--- config.mk ---
export PLATFORM = sky130hd
export DESIGN_NAME = lsu_mem_master
export DESIGN_NICKNAME = d
export VERILOG_FILES = /design/src/rtl/lsu_mem_master.sv
export SDC_FILE = /design/constraint.sdc
export NUM_CORES = 1
export LEC_CHECK = 0
export ABC_AREA = 1
export CAP_MARGIN = 20
export CELL_PAD_IN_SITES_DETAIL_PLACEMENT = 1
export CELL_PAD_IN_SITES_GLOBAL_PLACEMENT = 1
export CORE_ASPECT_RATIO = 1.2
export CORE_MARGIN = 2
export CORE_UTILIZATION = 41
export CTS_BUF_LIST = sky130_fd_sc_hd__clkbuf_4
export DETAILED_ROUTE_END_ITERATION = 10
export DONT_BUFFER_PORTS = 1
export PLACE_DENSITY = 0.73
export SLEW_MARGIN = 5
export SYNTH_ARGS = -nofsm -noshare
export SYNTH_HDL_FRONTEND = slang
export SYNTH_SLANG_ARGS = --single-unit
--- constraint.sdc ---
create_clock -name clk -period 1.75 [get_ports clk]
set_input_delay 0.0875 -clock clk [delete_from_list [all_inputs] [get_ports clk]]
set_output_delay 0.0875 -clock clk [all_outputs]
set_load 0.02 [all_outputs]
--- src/rtl/lsu_mem_master.sv ---
// lsu_mem_master: load/store initiator between the core execute stage and a
// word-organised data memory with a request/grant port. Converts a funct3-typed
// access into word-aligned transactions with byte enables and returns one
// extended response per request. One request is outstanding at a time.
// Optional feature macro: LSU_MISALIGN_SPLIT_EN. When defined, accesses that
// cross a word boundary are split into two memory transactions. When undefined,
// they complete with an error and no memory traffic.
module lsu_mem_master #(
  parameter int ADDR_WIDTH = 32,
  parameter int DATA_WIDTH = 32
) (
  input  logic                  clk,
  input  logic                  rst_n,
  input  logic                  req_valid,
  output logic                  req_ready,
  input  logic                  req_we,
  input  logic [2:0]            req_funct3,
  input  logic [ADDR_WIDTH-1:0] req_addr,
  input  logic [DATA_WIDTH-1:0] req_wdata,
  output logic                  rsp_valid,
  output logic [DATA_WIDTH-1:0] rsp_rdata,
  output logic                  rsp_err,
  output logic                  mem_req,
  input  logic                  mem_gnt,
  output logic                  mem_we,
  output logic [ADDR_WIDTH-1:0] mem_addr,
  output logic [3:0]            mem_be,
  output logic [DATA_WIDTH-1:0] mem_wdata,
  input  logic                  mem_rvalid,
  input  logic [DATA_WIDTH-1:0] mem_rdata
);

  typedef enum logic [2:0] {
    IDLE  = 3'd0,
    ACC0  = 3'd1,
    WAIT0 = 3'd2,
`ifdef LSU_MISALIGN_SPLIT_EN
    ACC1  = 3'd3,
    WAIT1 = 3'd4,
`endif
    RESP  = 3'd5
  } state_e;

  localparam logic [31:0] ERR_DATA = 32'hDEAD_BEEF;

  // Unshifted byte mask for a funct3 size code (byte, half, word).
  function automatic logic [3:0] size_mask(input logic [1:0] sz);
    logic [3:0] m;
    case (sz)
      2'b00:   m = 4'b0001;
      2'b01:   m = 4'b0011;
      2'b10:   m = 4'b1111;
      default: m = 4'b0000;
    endcase
    return m;
  endfunction

  // Sign- or zero-extend the right-aligned load word according to funct3.
  function automatic logic [31:0] load_extend(input logic [2:0] f3, input logic [31:0] w);
    logic [31:0] r;
    case (f3)
      3'b000:  r = {{24{w[7]}}, w[7:0]};
      3'b001:  r = {{16{w[15]}}, w[15:0]};
      3'b100:  r = {24'h00_0000, w[7:0]};
      3'b101:  r = {16'h0000, w[15:0]};
      default: r = w;
    endcase
    return r;
  endfunction

  state_e                state_q, state_d;
  logic                  we_q, we_d;
  logic [2:0]            f3_q, f3_d;
  logic [ADDR_WIDTH-3:0] waddr_q, waddr_d;
  logic [1:0]            off_q, off_d;
  logic                  err_q, err_d;
  logic [3:0]            be_lo_q, be_lo_d;
  logic [31:0]           wd_lo_q, wd_lo_d;
  logic [31:0]           lo_q, lo_d;
`ifdef LSU_MISALIGN_SPLIT_EN
  logic                  cross_q, cross_d;
  logic [3:0]            be_hi_q, be_hi_d;
  logic [31:0]           wd_hi_q, wd_hi_d;
  logic [31:0]           hi_q, hi_d;
  logic [7:0]            be8_s;
  logic [63:0]           wd64_s;
  logic [3:0]            be_hi_s;
  logic [31:0]           wd_hi_s;
`endif

  logic                  req_ready_q, req_ready_d;
  logic                  rsp_valid_q, rsp_valid_d;
  logic                  rsp_err_q, rsp_err_d;
  logic [31:0]           rsp_rdata_q, rsp_rdata_d;
  logic                  mem_req_q, mem_req_d;
  logic                  mem_we_q, mem_we_d;
  logic [ADDR_WIDTH-1:0] mem_addr_q, mem_addr_d;
  logic [3:0]            mem_be_q, mem_be_d;
  logic [31:0]           mem_wdata_q, mem_wdata_d;

  logic [1:0]            off_s;
  logic                  illegal_s;
  logic                  cross_s;
  logic [3:0]            be_lo_s;
  logic [31:0]           wd_lo_s;
  logic [31:0]           rd_word_s;

  // Decode the incoming request: legality, word crossing, lane mask and data.
  always_comb begin
    off_s   = req_addr[1:0];
    cross_s = ((req_funct3[1:0] == 2'b01) && (off_s == 2'b11)) ||
              ((req_funct3[1:0] == 2'b10) && (off_s != 2'b00));
    case (req_funct3)
      3'b000, 3'b001, 3'b010: illegal_s = 1'b0;
      3'b100, 3'b101:         illegal_s = req_we;
      default:                illegal_s = 1'b1;
    endcase
`ifdef LSU_MISALIGN_SPLIT_EN
    be8_s   = {4'b0000, size_mask(req_funct3[1:0])} << off_s;
    wd64_s  = {32'h0000_0000, req_wdata} << {off_s, 3'b000};
    be_lo_s = be8_s[3:0];
    be_hi_s = be8_s[7:4];
    wd_lo_s = wd64_s[31:0];
    wd_hi_s = wd64_s[63:32];
`else
    be_lo_s = size_mask(req_funct3[1:0]) << off_s;
    wd_lo_s = req_wdata << {off_s, 3'b000};
`endif
  end

  // Next-state logic: request latching, FSM transitions and read-data capture.
  always_comb begin
    state_d = state_q;
    we_d    = we_q;
    f3_d    = f3_q;
    waddr_d = waddr_q;
    off_d   = off_q;
    err_d   = err_q;
    be_lo_d = be_lo_q;
    wd_lo_d = wd_lo_q;
    lo_d    = lo_q;
`ifdef LSU_MISALIGN_SPLIT_EN
    cross_d = cross_q;
    be_hi_d = be_hi_q;
    wd_hi_d = wd_hi_q;
    hi_d    = hi_q;
`endif
    case (state_q)
      IDLE: begin
        if (req_valid) begin
          we_d    = req_we;
          f3_d    = req_funct3;
          waddr_d = req_addr[ADDR_WIDTH-1:2];
          off_d   = off_s;
          be_lo_d = be_lo_s;
          wd_lo_d = wd_lo_s;
`ifdef LSU_MISALIGN_SPLIT_EN
          cross_d = cross_s;
          be_hi_d = be_hi_s;
          wd_hi_d = wd_hi_s;
          err_d   = illegal_s;
`else
          err_d   = illegal_s || cross_s;
`endif
          state_d = (err_d) ? RESP : ACC0;
        end else begin
          state_d = IDLE;
        end
      end
      ACC0: begin
        if (mem_gnt) begin
          if (we_q) begin
`ifdef LSU_MISALIGN_SPLIT_EN
            state_d = (cross_q) ? ACC1 : RESP;
`else
            state_d = RESP;
`endif
          end else begin
            state_d = WAIT0;
          end
        end else begin
          state_d = ACC0;
        end
      end
      WAIT0: begin
        if (mem_rvalid) begin
          lo_d    = mem_rdata;
`ifdef LSU_MISALIGN_SPLIT_EN
          state_d = (cross_q) ? ACC1 : RESP;
`else
          state_d = RESP;
`endif
        end else begin
          state_d = WAIT0;
        end
      end
`ifdef LSU_MISALIGN_SPLIT_EN
      ACC1: begin
        if (mem_gnt) begin
          state_d = (we_q) ? RESP : WAIT1;
        end else begin
          state_d = ACC1;
        end
      end
      WAIT1: begin
        if (mem_rvalid) begin
          hi_d    = mem_rdata;
          state_d = RESP;
        end else begin
          state_d = WAIT1;
        end
      end
`endif
      RESP:    state_d = IDLE;
      default: state_d = IDLE;
    endcase
  end

  // Pick the requested bytes out of the buffered read word(s).
  always_comb begin
`ifdef LSU_MISALIGN_SPLIT_EN
    rd_word_s = 32'({hi_d, lo_d} >> {off_d, 3'b000});
`else
    rd_word_s = lo_d >> {off_d, 3'b000};
`endif
  end

  // Output values for the coming cycle, derived from the next state so every
  // port is driven straight from a flop.
  always_comb begin
    req_ready_d = (state_d == IDLE);
    rsp_valid_d = (state_d == RESP);
    rsp_err_d   = (state_d == RESP) && err_d;
    mem_req_d   = 1'b0;
    mem_we_d    = 1'b0;
    mem_addr_d  = {ADDR_WIDTH{1'b0}};
    mem_be_d    = 4'b0000;
    mem_wdata_d = 32'h0000_0000;
    if (state_d == RESP) begin
      if (err_d) begin
        rsp_rdata_d = ERR_DATA;
      end else if (we_d) begin
        rsp_rdata_d = 32'h0000_0000;
      end else begin
        rsp_rdata_d = load_extend(f3_d, rd_word_s);
      end
    end else begin
      rsp_rdata_d = 32'h0000_0000;
    end
    case (state_d)
      ACC0: begin
        mem_req_d   = 1'b1;
        mem_we_d    = we_d;
        mem_addr_d  = {waddr_d, 2'b00};
        mem_be_d    = be_lo_d;
        mem_wdata_d = wd_lo_d;
      end
`ifdef LSU_MISALIGN_SPLIT_EN
      ACC1: begin
        mem_req_d   = 1'b1;
        mem_we_d    = we_d;
        mem_addr_d  = {waddr_d + {{(ADDR_WIDTH-3){1'b0}}, 1'b1}, 2'b00};
        mem_be_d    = be_hi_d;
        mem_wdata_d = wd_hi_d;
      end
`endif
      default: begin
        mem_req_d = 1'b0;
      end
    endcase
  end

  // State, request context and output registers with synchronous reset.
  always_ff @(posedge clk) begin
    if (!rst_n) begin
      state_q     <= IDLE;
      we_q        <= 1'b0;
      f3_q        <= 3'b000;
      waddr_q     <= {(ADDR_WIDTH-2){1'b0}};
      off_q       <= 2'b00;
      err_q       <= 1'b0;
      be_lo_q     <= 4'b0000;
      wd_lo_q     <= 32'h0000_0000;
      lo_q        <= 32'h0000_0000;
`ifdef LSU_MISALIGN_SPLIT_EN
      cross_q     <= 1'b0;
      be_hi_q     <= 4'b0000;
      wd_hi_q     <= 32'h0000_0000;
      hi_q        <= 32'h0000_0000;
`endif
      req_ready_q <= 1'b1;
      rsp_valid_q <= 1'b0;
      rsp_err_q   <= 1'b0;
      rsp_rdata_q <= 32'h0000_0000;
      mem_req_q   <= 1'b0;
      mem_we_q    <= 1'b0;
      mem_addr_q  <= {ADDR_WIDTH{1'b0}};
      mem_be_q    <= 4'b0000;
      mem_wdata_q <= 32'h0000_0000;
    end else begin
      state_q     <= state_d;
      we_q        <= we_d;
      f3_q        <= f3_d;
      waddr_q     <= waddr_d;
      off_q       <= off_d;
      err_q       <= err_d;
      be_lo_q     <= be_lo_d;
      wd_lo_q     <= wd_lo_d;
      lo_q        <= lo_d;
`ifdef LSU_MISALIGN_SPLIT_EN
      cross_q     <= cross_d;
      be_hi_q     <= be_hi_d;
      wd_hi_q     <= wd_hi_d;
      hi_q        <= hi_d;
`endif
      req_ready_q <= req_ready_d;
      rsp_valid_q <= rsp_valid_d;
      rsp_err_q   <= rsp_err_d;
      rsp_rdata_q <= rsp_rdata_d;
      mem_req_q   <= mem_req_d;
      mem_we_q    <= mem_we_d;
      mem_addr_q  <= mem_addr_d;
      mem_be_q    <= mem_be_d;
      mem_wdata_q <= mem_wdata_d;
    end
  end

  assign req_ready = req_ready_q;
  assign rsp_valid = rsp_valid_q;
  assign rsp_err   = rsp_err_q;
  assign rsp_rdata = rsp_rdata_q;
  assign mem_req   = mem_req_q;
  assign mem_we    = mem_we_q;
  assign mem_addr  = mem_addr_q;
  assign mem_be    = mem_be_q;
  assign mem_wdata = mem_wdata_q;

endmodule

=== Word level (Yosys, flattened, before mapping) ===
Index checks and enable logic that the tools add are counted.

* Register bits after elaboration: 213
* Output and inout port bits: 105

* Reduce and logical (&&, ||, !) cells: 16
* Muxes and demuxes: 28
* Shifts and indexed selects: 3
* Bitwise gates (word level): 2
* Eq/ne operators: 14

{| class="wikitable"
|+ Operators by type and width
! kind !! count
|-
| 32-bit two-way mux || 6
|-
| 32-bit case mux with 4 select lines || 1
|-
| 30-bit two-way mux || 2
|-
| 32-bit by 5-bit << shifter with 32-bit output || 1
|-
| 32-bit by 5-bit >> shifter with 32-bit output || 1
|-
| 3-bit two-way mux || 7
|-
| 3-bit equality test (second input constant) || 5
|-
| 3-bit by 1-bit equality test with 1-bit output (second input constant) || 4
|-
| 3-bit logical NOT || 4
|-
| 4-bit case mux with 3 select lines || 1
|-
| 3-bit case mux with 3 select lines || 1
|-
| 4-bit two-way mux || 2
|-
| 3-bit by 2-bit equality test with 1-bit output (second input constant) || 2
|-
| 1-bit two-way mux || 5
|-
| 2-bit equality test (second input constant) || 2
|-
| 2-bit two-way mux || 2
|-
| 2-bit AND reduction || 2
|-
| 4-bit OR reduction || 1
|-
| 4-bit by 2-bit << shifter with 4-bit output || 1
|-
| 1-bit logical AND || 3
|-
| 3-bit OR reduction || 1
|-
| 2-bit by 1-bit equality test with 1-bit output (second input constant) || 1
|-
| 2-bit logical NOT || 1
|-
| 1-bit logical OR || 2
|-
| other kinds (4) || 5
|}

=== Longest topological paths before layout ===
Gate-level depths: netlist of the first run.

* Depth after elaboration: 10
* Gate-level depth with buffers: 14
* Gate-level depth less buffers: 13

=== Least setup slack after synthesis of the first run ===
No wires, ideal clock.

* Path type: reg2reg
* Start point: reg state_q[0]
* End point: reg rsp_rdata_q[19], in the netlist rsp_rdata[19]
* Data required time: 1.634 ns
* Setup slack: 0.189 ns
* Stages on the path, launching flop included: 13
* Arrival time: 1.444 ns
* Clock period less this slack: 1.561 ns
* Buffers on the path: 2
* Library setup time: 0.116 ns
* Cells stage by stage: dfxtp_1 -> nor2_4 -> nand3_2 -> buf_6 -> nand2_2 -> o21ai_4 -> inv_4 -> nand3_2 -> nand3_2 -> buf_4 -> nand3_1 -> nand2_1 -> nand2_1

* Longest elaborated chain between the ends: 6
* Elaborated cells between the ends (all ways): 19

{| class="wikitable"
|+ RTL lines
! element !! line !! text
|-
| start: declaration || 71 || <nowiki>state_e state_q, state_d;</nowiki>
|-
| start signal: assignment || 301 || <nowiki>state_q <= state_d;</nowiki>
|-
| 3-bit by 2-bit equality test with 1-bit output or 3-bit logical NOT (tied branches) || 148 || <nowiki>case (state_q)</nowiki>
|-
| 32-bit two-way mux (tied with other cells) || 148 ||
|-
| 32-bit by 5-bit >> shifter with 32-bit output (tied with other cells) || 224 || <nowiki>rd_word_s = lo_d >> {off_d, 3'b000};</nowiki>
|-
| 32-bit case mux with 4 select lines || 61 || <nowiki>case (f3)</nowiki>
|-
| 32-bit two-way mux || 242 || <nowiki>end else if (we_d) begin</nowiki>
|-
| 32-bit two-way mux || 240 || <nowiki>if (err_d) begin</nowiki>
|-
| end signal: assignment || 319 || <nowiki>rsp_rdata_q <= rsp_rdata_d;</nowiki>
|-
| end: declaration || 94 || <nowiki>logic [31:0] rsp_rdata_q, rsp_rdata_d;</nowiki>
|}

Parallel ways exist; a longest one is shown, timed or not.
A chain may end at the register's enable or synchronous reset.

=== Final worst setup path of the first run ===
* Start point: reg state_q[0]
* End point: reg rsp_rdata_q[5], in the netlist rsp_rdata[5]

* Longest elaborated chain between the ends: 6
* Elaborated cells between the ends (all ways): 14

{| class="wikitable"
|+ RTL lines
! element !! line
|-
| 3-bit by 2-bit equality test with 1-bit output or 3-bit logical NOT (tied branches) || 148
|-
| 32-bit two-way mux or 2-bit two-way mux (tied branches) || 148
|-
| 32-bit by 5-bit >> shifter with 32-bit output || 224
|-
| 32-bit case mux with 4 select lines || 61
|-
| 32-bit two-way mux || 242
|-
| 32-bit two-way mux || 240
|}

Parallel ways exist; a longest one is shown, timed or not.

==> impl_metrics.csv, run 1 <==
group,metric,value,unit
pwr,power.total,12.0,mW
synthesis,syn_inst,1038,
route,wirelength,30100,um
global_route,antenna_found_initial,2,
route,vias,8019,
critical_path,worstPathMaxFanout,24,
global_route,grt_pass1_wl,43600,um
pwr,p_leak,5.25,nW
critical_path,cp.required,2.28,ns
sta,fin_ws,-0.0757,ns
sta,fin_setup_tns,-1.36,ns
route,vias_per_cell,5.19,
status,outcome,"complete, but fails checks",
floorplanning,rows,56,
cells_and_area,nets,1353,
synthesis,ys_types,35,
critical_path,worstSetupEndpoint,"rsp_rdata[5]$_SDFF_PN0_",
cells_and_area,final_common_cell,"nand2_1",
pwr,vdd_ir_drop_max,0.632,mV
floorplanning,die_w,133,um
pwr,p_per_area,1050,nW/um^2
placed_design,dp_slack,-0.182,ns
global_route,track_usage,26.2,%
placed_design,place.gp.congestion,0.822,
route,route.detailed.drc,0,
sta,fin_hold_ws,-0.156,ns
floorplanning,core-area,19500,um^2
critical_path,timing.rr.end,"rsp_rdata[5]$_SDFF_PN0_",
cells_and_area,layout_common_cells,"nand2_1, dfxtp_1, nor2_1",
global_route,grt_overflow,0,
floorplanning,die_y,158,um
cells_and_area,syn_to_final_growth,41.3,%
clock_network,cts_tree,"built",
global_route,grt_max_degree,37,
route,initialDrtViolationCount,455,
synthesis,synthesis.area,8130,um^2
critical_path,crit_path_start,"state_q[0]$_SDFF_PN0_",
global_route,busiest_layer,"met2",
cells_and_area,drive_gt1_share,21.9,%
cells_and_area,post-route-util,59.0,%
cells_and_area,fin_area,11500,um^2
clock_network,cts.sinks,211,
clock_network,clockBufferDepth,3,
route,dr.pass1.iters,5,
sta,post-route-period-util,104,%
critical_path,crit_type,"reg -> reg",
clock_network,clock_latency,0.64,ns
placed_design,placed_cell_area,8650,um^2
sta,finalHoldViolCount,15,
global_route,gr-usage-met2,49.5,%
placed_design,post-dp-hpwl,16500,um
synthesis,ys_ff_latch,211,
critical_path,arrival,2.36,ns
sta,worst_pin_slew,0.951,ns
critical_path,endpoint_kind,"register",
sta,setup_viol,31,
global_route,grt_use_met3,6.50,%
critical_path,worst-r2r-cell-count,14,
sta,relSlewSlack,36.4,%
global_route,met1_usage,27.2,%
synthesis,syn_avg_cell_area,7.83,um^2
sta,skew,0.0175,ns
sta,grt_setup_unrepaired,"yes",
critical_path,r2r_slack,-0.08,ns
route,postRouteAntennaNets,0,
synthesis,ys_seq_area_share,52.0,%
critical_path,cp-start-kind,"register",
status,violations,"hold timing, setup timing",
sta,slew_violations,0,
floorplanning,initial_core_util,41.7,%
clock_network,path_clk_slew,0.07,ns
global_route,grt_pass1_vias,8338,
critical_path,timing.rr.start,"state_q[0]$_SDFF_PN0_",
synthesis,yosys_warnings,0,
route,wl_per_cell,19.5,um
clock_network,clockRootBuffer,"clkbuf_4",
clock_network,numCtsBuffers,53,
job,cap_violations,0,
floorplanning,ioPinCount,210,
sta,fmax,548,MHz
clock_network,htreeDepth,2,
cells_and_area,final.fill_count,2307,
min_path,min_path_type,"in -> reg",
placed_design,io_buffers,0,
floorplanning,die_area,21000,um^2
sta,fin_crit,1.83,ns
[state kept, by name, indices dropped and copies added, names as in the netlist]
register	cells
mem_wdata	32
we_q	1
f3_q	3
waddr_q	30
state_q	3
be_lo_q	4
wd_lo_q	32
lo_q	32
rsp_valid	1
rsp_rdata	32
mem_req	1
req_ready	1
off_q	2
mem_addr	30
mem_we	1
mem_be	4
err_q	1
rsp_err	1
[critical path: stages (launching register included)]
cell and delay (ns):
dfxtp_2 0.33, inv_1 0.10, nand2_2 0.11, nor2_4 0.13
nand2_2 0.07, buf_12 0.16, buf_4 0.14, nand2_1 0.07
nand2_1 0.10, nand2_1 0.09, nand2_2 0.09, nand2_1 0.08
nand2_1 0.06, nand2_1 0.09, nand2_1 0.06
[metal layers]
layer	part of all wire (%)	up-vias
li1	-	3762
met2	53	282
met3	5.2	97
met1	37	3876
met5	0.043	-
met4	4.6	2
[through the flow]
stage | hold slack, ns | instances
6_report | -0.156 | 1544
3_5_place_dp | 0.179 | 1289
4_1_cts | -0.349 | 1525
3_3_place_gp | 0.161 | 1289
2_1_floorplan | 0.157 | 1039
5_1_grt | -0.173 | 1544
[cells in the mapped netlist]
cell	n	area share (%)
a21oi_1	40	2.5
a22oi_1	9	0.83
a31oi_1	2	0.15
a32oi_1	1	0.11
buf_1	2	0.092
buf_2	23	1.4
buf_4	8	0.74
buf_6	7	0.97
clkbuf_1	24	1.1
clkinv_1	1	0.046
conb_1	1	0.046
dfxtp_1	211	52
ha_1	4	0.62
inv_1	53	2.4
inv_2	7	0.32
inv_4	1	0.077
mux2i_1	31	3.8
nand2_1	258	12
nand2_2	4	0.31
nand3_1	41	2.5
nand3_2	5	0.62
nand3_4	1	0.22
nand4_1	3	0.23
nor2_1	194	9.0
nor2_2	5	0.38
nor2_4	1	0.14
nor3_1	9	0.55
o211ai_1	18	1.7
o21ai_0	47	2.9
o21ai_1	6	0.37
o21ai_2	1	0.11
o21ai_4	1	0.20
o22ai_1	1	0.077
o311ai_0	8	0.86
or2_2	10	0.77
[final cells by class]
cell class              count  area (um^2)  share of cell area (%)
inverters                  62          255                    2.22
clock inverters            12         50.0                   0.436
well taps                 261          327                    2.84
repair buffers            212         2320                    20.2
diodes                      1         2.50                  0.0218
flip-flops and latches    211         4230                    36.8
clock buffers              81          608                    5.29
multi-input cells         704         3700                    32.2
[how the worst min path moves through the flow]
stage                       start               endpoint  depth (start not counted)
floorplan                   rst_n   req_ready$_SDFF_PN1_                          1
global placement            rst_n   req_ready$_SDFF_PN1_                          1
detailed placement          rst_n   req_ready$_SDFF_PN1_                          1
CTS                 mem_rdata[17]    lo_q[17]$_SDFF_PN0_                          2
global route            req_valid  state_q[0]$_SDFF_PN0_                          4
finish                  req_valid  state_q[0]$_SDFF_PN0_                          4
[kinds of logic (layout without fill, tap and decap cells)]
group,Yosys count,in the layout,share of synthesized area [%]
AO/OA/AOI/OAI,134,134,9.73
adder cells (fa/ha/maj),4,4,0.616
buffers and inverters,126,367,7.22
flip-flops,211,211,52.0
multiplexers,31,31,3.82
other,1,3,0.0461
AND/OR/NAND/NOR,531,533,26.6
[timing repair]
item,CTS,global route
hold buffers,132,2
pin swaps,9,27
buffers inserted,8,8
setup endpoints to repair,91,126
hold endpoints to repair,210,19
gates cloned,3,9
gates resized for setup,45,85
[power breakdown]
group / switching, mW / leakage (nW) / internal (mW)
combinational: 1.45 / 3.14 / 1.08
clock: 2.01 / 0.392 / 2.10
sequential: 0.296 / 1.72 / 5.10
Power figures use the tool's default switching activity.
==> run 2, diff against run 1 <==
GPL_TIMING_DRIVEN = 0   (was default)
==> impl_metrics.csv, run 2 (synthesized netlist as in run 1, its figures left out) <==
group,metric,value,unit
pwr,p_per_area,1020,nW/um^2
critical_path,endpoint_kind,"register",
route,vias,8176,
global_route,grt_max_degree,15,
clock_network,clock_latency,0.70,ns
job,cap_violations,0,
route,vias_per_cell,5.27,
min_path,holdPathEnd,"lo_q[23]$_SDFF_PN0_",
global_route,grt_pass1_wl,44800,um
critical_path,timing.rr.start,"state_q[0]$_SDFF_PN0_",
sta,fin_crit,1.96,ns
sta,slew_violations,0,
critical_path,path_cells,"nor2_4, buf_6, nand4_1, buf_4, buf_4, nand3_2, inv_4, buf_4, nand3_1, nand3_2, nand2_1, nand2_1",
min_path,min_path_type,"in -> reg",
cells_and_area,layout_common_cells,"nand2_1, dfxtp_1, nor2_1",
cells_and_area,seq_area,4230,um^2
pwr,p_leak,5.19,nW
sta,fmax,510,MHz
route,maxUsedRoutingLayer,"met4",
cells_and_area,final.fill_count,2261,
route,dr.pass1.iters,5,
cells_and_area,nets,1366,
floorplanning,die_area,21000,um^2
global_route,grt_pass1_vias,8681,
critical_path,r2r_slack,-0.21,ns
critical_path,path_delay_family,"simple AND/OR/NAND/NOR gates",
floorplanning,ioPinCount,210,
critical_path,cpMostUsedCell,"buf_4",
sta,fin_ws,-0.210,ns
placed_design,placed_cells,1300,
route,initialDrtViolationCount,378,
clock_network,htreeDepth,2,
placed_design,post-dp-hpwl,18500,um
critical_path,max_stage_delay,0.35,ns
critical_path,critPathSlowestCell,"dfxtp_2",
route,dr_wl_met3,1790,um
cells_and_area,drive_gt1_share,29.5,%
cells_and_area,multiInputGateArea,4300,um^2
sta,skew,0.0619,ns
critical_path,worstPathMaxFanout,6,
clock_network,cts_tree,"built",
cells_and_area,syn_to_final_growth,47.2,%
route,wl_per_cell,21.0,um
clock_network,numCtsBuffers,52,
floorplanning,initial_core_util,41.7,%
route,route.detailed.drc,0,
floorplanning,rows,56,
sta,fin_hold_ws,0.0895,ns
cells_and_area,fin_cells,1551,
min_path,min_from,"mem_rvalid",
floorplanning,core-area,19500,um^2
placed_design,placed_cell_area,8460,um^2
critical_path,timing.rr.end,"rsp_rdata[27]$_SDFF_PN0_",
global_route,grt_overflow,0,
critical_path,arrival,2.49,ns
critical_path,crit_type,"reg -> reg",
sta,post-route-period-util,112,%
clock_network,cts.sinks,211,
critical_path,cp.required,2.29,ns
pwr,power.total,12.2,mW
route,postRouteAntennaNets,0,
min_path,whs_path_depth,5,
placed_design,place.gp.congestion,0.855,
pwr,vdd_ir_drop_max,0.624,mV
placed_design,io_buffers,0,
floorplanning,die_w,133,um
route,wirelength,32600,um
global_route,track_usage,27.2,%
sta,fin_setup_tns,-7.32,ns
sta,setup_viol,97,
clock_network,path_clk_slew,0.08,ns
cells_and_area,final_common_cell,"nand2_1",
sta,worst_pin_slew,0.674,ns
sta,relSlewSlack,55.1,%
critical_path,worst-r2r-cell-count,12,
status,violations,"setup timing",
status,outcome,"complete, but fails checks",
cells_and_area,post-route-util,61.4,%
route,m1WireLength,11600,um
global_route,antenna_found_initial,4,
critical_path,worst-path-buf-inv,5,
floorplanning,die_y,158,um
cells_and_area,fin_area,12000,um^2
placed_design,dp_slack,-0.507,ns
route,route.met2.wl,17600,um
critical_path,cp-start-kind,"register",
clock_network,clockRootBuffer,"clkbuf_4",
sta,grt_setup_unrepaired,"yes",
sta,finalHoldViolCount,0,
clock_network,clockBufferDepth,3,
## run 2: cell count changes in the layout (fill, tap and decap cells not counted), moves of 12 or more
cell,change
nor2_2,+23
mux2i_4,+23
buf_6,+14
nor2_1,-34
nand2_2,+12
clkbuf_1,+17
mux2i_1,-25
o21ai_0,-14
nand2_1,-16
dlygate4sd3_1,-17
## run 2: tightest hold or removal path, delay by kind of cell
| kind | cells | cell delay [ns] |
|---|---|---|
| and+or+nand+nor | 3 | 0.30 |
| buffers and inverters | 1 | 0.24 |
| AOI/OAI and AO/OA | 1 | 0.06 |
## run 2: cell type report
class | instances | area share (%)
Clock buffer | 72 | 4.52
Clock inverter | 11 | 0.387
Buffer | 64 | 4.56
Timing Repair inverter | 1 | 0.0418
Sequential cell | 211 | 35.4
Antenna cell | 4 | 0.0837
Multi-Input combinational cell | 702 | 36.0
Inverter | 62 | 2.19
Timing Repair Buffer | 163 | 14.2
Tap cell | 261 | 2.73
## run 2: report_power, final
| group | switching [mW] | total (mW) | internal [mW] |
|---|---|---|---|
| clock | 1.97 | 3.85 | 1.88 |
| sequential | 0.324 | 5.43 | 5.11 |
| combinational | 1.67 | 2.91 | 1.24 |
| total | 3.97 | 12.2 | 8.22 |
## run 2: repair_timing
action                                  in CTS  in global routing
hold buffers                               113                  0
pin swaps                                   20                 17
resized for setup                          116                247
endpoints found under the setup margin     120                153
buffers inserted                            32                 10
gates cloned                                 5                  6
hold endpoints to repair                   210                  0
## run 2: per-layer routing
metal / track usage, % / up-vias
met5: 0 / -
met4: 15.1 / 0
met3: 6.47 / 118
met2: 50.7 / 312
met1: 28.2 / 3959
li1: - / 3787
## run 2: worst max-delay path by stage
stage / slack, ns / start / depth (start not counted) / end
2_1_floorplan: 0.19 / state_q[0]$_SDFF_PN0_ / 12 / rsp_rdata[19]$_SDFF_PN0_
3_3_place_gp: -0.52 / state_q[0]$_SDFF_PN0_ / 9 / rsp_rdata[0]$_SDFF_PN0_
3_5_place_dp: -0.51 / state_q[0]$_SDFF_PN0_ / 9 / rsp_rdata[0]$_SDFF_PN0_
4_1_cts: -0.06 / state_q[0]$_SDFF_PN0_ / 12 / rsp_rdata[0]$_SDFF_PN0_
5_1_grt: -0.25 / state_q[0]$_SDFF_PN0_ / 12 / rsp_rdata[27]$_SDFF_PN0_
6_report: -0.21 / state_q[0]$_SDFF_PN0_ / 12 / rsp_rdata[27]$_SDFF_PN0_
==> run 3, diff against run 2 <==
ABC_AREA = default   (was 1)
CTS_BUF_LIST = default   (was sky130_fd_sc_hd__clkbuf_4)
PLACE_DENSITY = 0.72   (was 0.73)
==> impl_metrics.csv, run 3 <==
group,metric,value,unit
route,wirelength,41100,um
cells_and_area,layout_common_cells,"dfxtp_1, nor2_1, nand2_1",
floorplanning,core-area,19500,um^2
synthesis,synth_enable_flop_cells,0,
pwr,vdd_ir_drop_max,0.847,mV
sta,fmax,410,MHz
route,route.detailed.drc,0,
critical_path,endpoint_kind,"register",
job,cap_violations,0,
sta,skew,0.0257,ns
synthesis,yosys_warnings,0,
pwr,p_per_area,1030,nW/um^2
critical_path,critPathSlowestCell,"dfxtp_2",
clock_network,htreeDepth,1,
status,violations,"hold timing, setup timing",
min_path,min_path_type,"in -> reg",
synthesis,synth_top_family_by_area,"simple AND/OR/NAND/NOR gates",
critical_path,crit_type,"reg -> reg",
route,postRouteAntennaNets,0,
sta,finalHoldViolCount,1,
global_route,grt_pass1_vias,8774,
clock_network,cts_tree,"built",
floorplanning,ioPinCount,210,
global_route,grt_max_degree,14,
placed_design,placed_cells,1179,
floorplanning,die_y,158,um
synthesis,synthesis.area,8150,um^2
critical_path,r2r_slack,-0.69,ns
synthesis,syn_avg_cell_area,8.89,um^2
cells_and_area,final_common_cell,"dfxtp_1",
route,wl_per_cell,29.6,um
cells_and_area,fin_cells,1389,
critical_path,timing.rr.end,"rsp_rdata[8]$_SDFF_PP0_",
placed_design,place.gp.congestion,0.851,
sta,worst_pin_slew,1.10,ns
synthesis,synth_compound_area_share,14.5,%
clock_network,numCtsBuffers,23,
synthesis,ys_seq_area_share,51.8,%
status,outcome,"complete, but fails checks",
synthesis,synth_area_leaders,"dfxtp_1, mux2i_1, nor2_1",
critical_path,cp.required,2.16,ns
sta,post-route-period-util,139,%
synthesis,synth_commonest_cells,"dfxtp_1, nor2_1, nand2_1, a21oi_1, mux2i_1",
synthesis,synthSimpleGateAreaFrac,19.4,%
route,initialDrtViolationCount,522,
synthesis,synth_fa_ha_area_share,0.614,%
clock_network,clock_latency,0.54,ns
critical_path,arrival,2.85,ns
pwr,p_leak,5.01,nW
global_route,track_usage,33.0,%
synthesis,ys_ff_latch,211,
cells_and_area,nets,1222,
floorplanning,die_area,21000,um^2
synthesis,synthMuxAreaShare,9.18,%
cells_and_area,final.fill_count,1943,
synthesis,synthArstFlopShare,0,%
critical_path,worst-path-buf-inv,5,
min_path,whs_path_depth,3,
sta,fin_hold_ws,-0.0432,ns
critical_path,worstPathMaxFanout,7,
synthesis,yosysTopAreaCellShare,51.8,%
global_route,grt_pass1_wl,52900,um
cells_and_area,drive_gt1_share,35.6,%
min_path,holdPathEnd,"lo_q[14]$_SDFF_PN0_",
synthesis,synth_most_common_cell,"dfxtp_1",
critical_path,cpMostUsedCell,"buf_6",
sta,slew_violations,0,
sta,fin_ws,-0.686,ns
synthesis,synth_xor_area_share,0.215,%
floorplanning,die_w,133,um
critical_path,max_stage_delay,0.34,ns
clock_network,clockRootBuffer,"clkbuf_16",
route,vias_per_cell,5.99,
sta,grt_setup_unrepaired,"yes",
floorplanning,rows,56,
critical_path,path_cells,"buf_6, nor4b_4, buf_6, buf_8, mux2i_4, buf_6, buf_12, nand2_1, a32oi_1, or2_2, a21oi_2",
cells_and_area,syn_to_final_growth,63.4,%
route,dr.pass1.iters,4,
synthesis,synth.largest_area_cell,"dfxtp_1",
critical_path,timing.rr.start,"state_q[0]$_SDFF_PN0_",
min_path,min_from,"mem_rvalid",
critical_path,cp-start-kind,"register",
global_route,grt_overflow,0,
synthesis,syn_inst,917,
clock_network,clockBufferDepth,3,
sta,relSlewSlack,26.5,%
placed_design,post-dp-hpwl,19400,um
sta,setup_viol,189,
clock_network,path_clk_slew,0.07,ns
clock_network,cts.sinks,211,
critical_path,worst-r2r-cell-count,11,
floorplanning,initial_core_util,41.7,%
placed_design,io_buffers,0,
global_route,antenna_found_initial,3,
route,vias,8321,
critical_path,path_delay_family,"buffers and inverters",
synthesis,synth_ff_type,"dfxtp_1",
sta,fin_crit,2.44,ns
synthesis,ys_types,59,
[run 3: per-stage QoR]
step | utilization, % | setup WS [ns] | setup TNS [ns] | area, um^2 | power [mW]
final | 68.1 | -0.686 | -77.16 | 13300 | 13.7
after global routing | 68.1 | -0.764 | -86.16 | 13300 | 14.0
after CTS | 65.1 | -0.507 | -53.03 | 12700 | 13.0
after detailed placement | 45.0 | -0.895 | -88.99 | 8790 | 7.00
after global placement | 45.0 | -0.867 | -84.75 | 8790 | 6.97
after floorplan | - | -0.392 | -9.72 | 8470 | 6.58
[run 3: worst max path at each step]
stage,from,end,depth (start not counted)
final,state_q[0]$_SDFF_PN0_,rsp_rdata[8]$_SDFF_PP0_,11
after global placement,state_q[0]$_SDFF_PN0_,rsp_rdata[0]$_SDFF_PN0_,8
after detailed placement,state_q[0]$_SDFF_PN0_,rsp_rdata[2]$_SDFF_PN0_,8
after global routing,state_q[0]$_SDFF_PN0_,rsp_rdata[8]$_SDFF_PP0_,11
after CTS,state_q[0]$_SDFF_PN0_,rsp_rdata[29]$_SDFF_PP0_,9
after floorplan,state_q[0]$_SDFF_PN0_,rsp_rdata[17]$_SDFF_PP0_,9
[run 3: final cells by class]
cell class                      instances  area (um^2)  area share, %
Sequential cell                       211         4230           31.8
Clock inverter                          8         63.8          0.479
Timing Repair Buffer                  174         2020           15.1
Clock buffer                           29          648           4.87
Buffer                                 68          756           5.67
Inverter                                7         28.8          0.216
Antenna cell                            3         7.51         0.0564
Tap cell                              261          327           2.45
Multi-Input combinational cell        628         5240           39.3
[run 3: kinds of logic (layout without fill, tap and decap cells)]
family                     count (synthesis)  in the layout
other                                      1              5
muxes                                     72             72
and+or+nand+nor                          366            366
buffers and inverters                     80            286
xor gates and xnor gates                   2              2
AOI/OAI and AO/OA                        181            182
DFF                                      211            211
adders and majority gates                  4              4
[run 3: where the power goes]
part | internal [mW] | switching, mW
Combinational | 1.67 | 1.80
Sequential | 5.09 | 0.369
Clock | 2.63 | 2.19
Total | 9.39 | 4.35
[run 3: layer usage]
layer | global-route usage (%) | up-vias | part of all wire, %
li1 | - | 3532 | -
met1 | 35.0 | 4160 | 35
met2 | 60.4 | 467 | 52
met3 | 7.10 | 162 | 6.1
met4 | 19.4 | 0 | 6.8
met5 | 0 | - | 0
[run 3: worst reg2reg max path: cells and delay by family, from the launching register on]
family          cells  cell delay [ns]
flops               1             0.34
buf+inv             5             0.81
mux                 1             0.30
simple gates        3             0.54
compound gates      2             0.34
[run 3: what timing repair did]
item	in CTS	in global routing
endpoints found under the hold margin	171	0
setup endpoints to repair	199	198
cloned	19	1
pin swaps	100	26
gates resized for setup	335	108
hold buffers	87	0
setup buffers	55	18
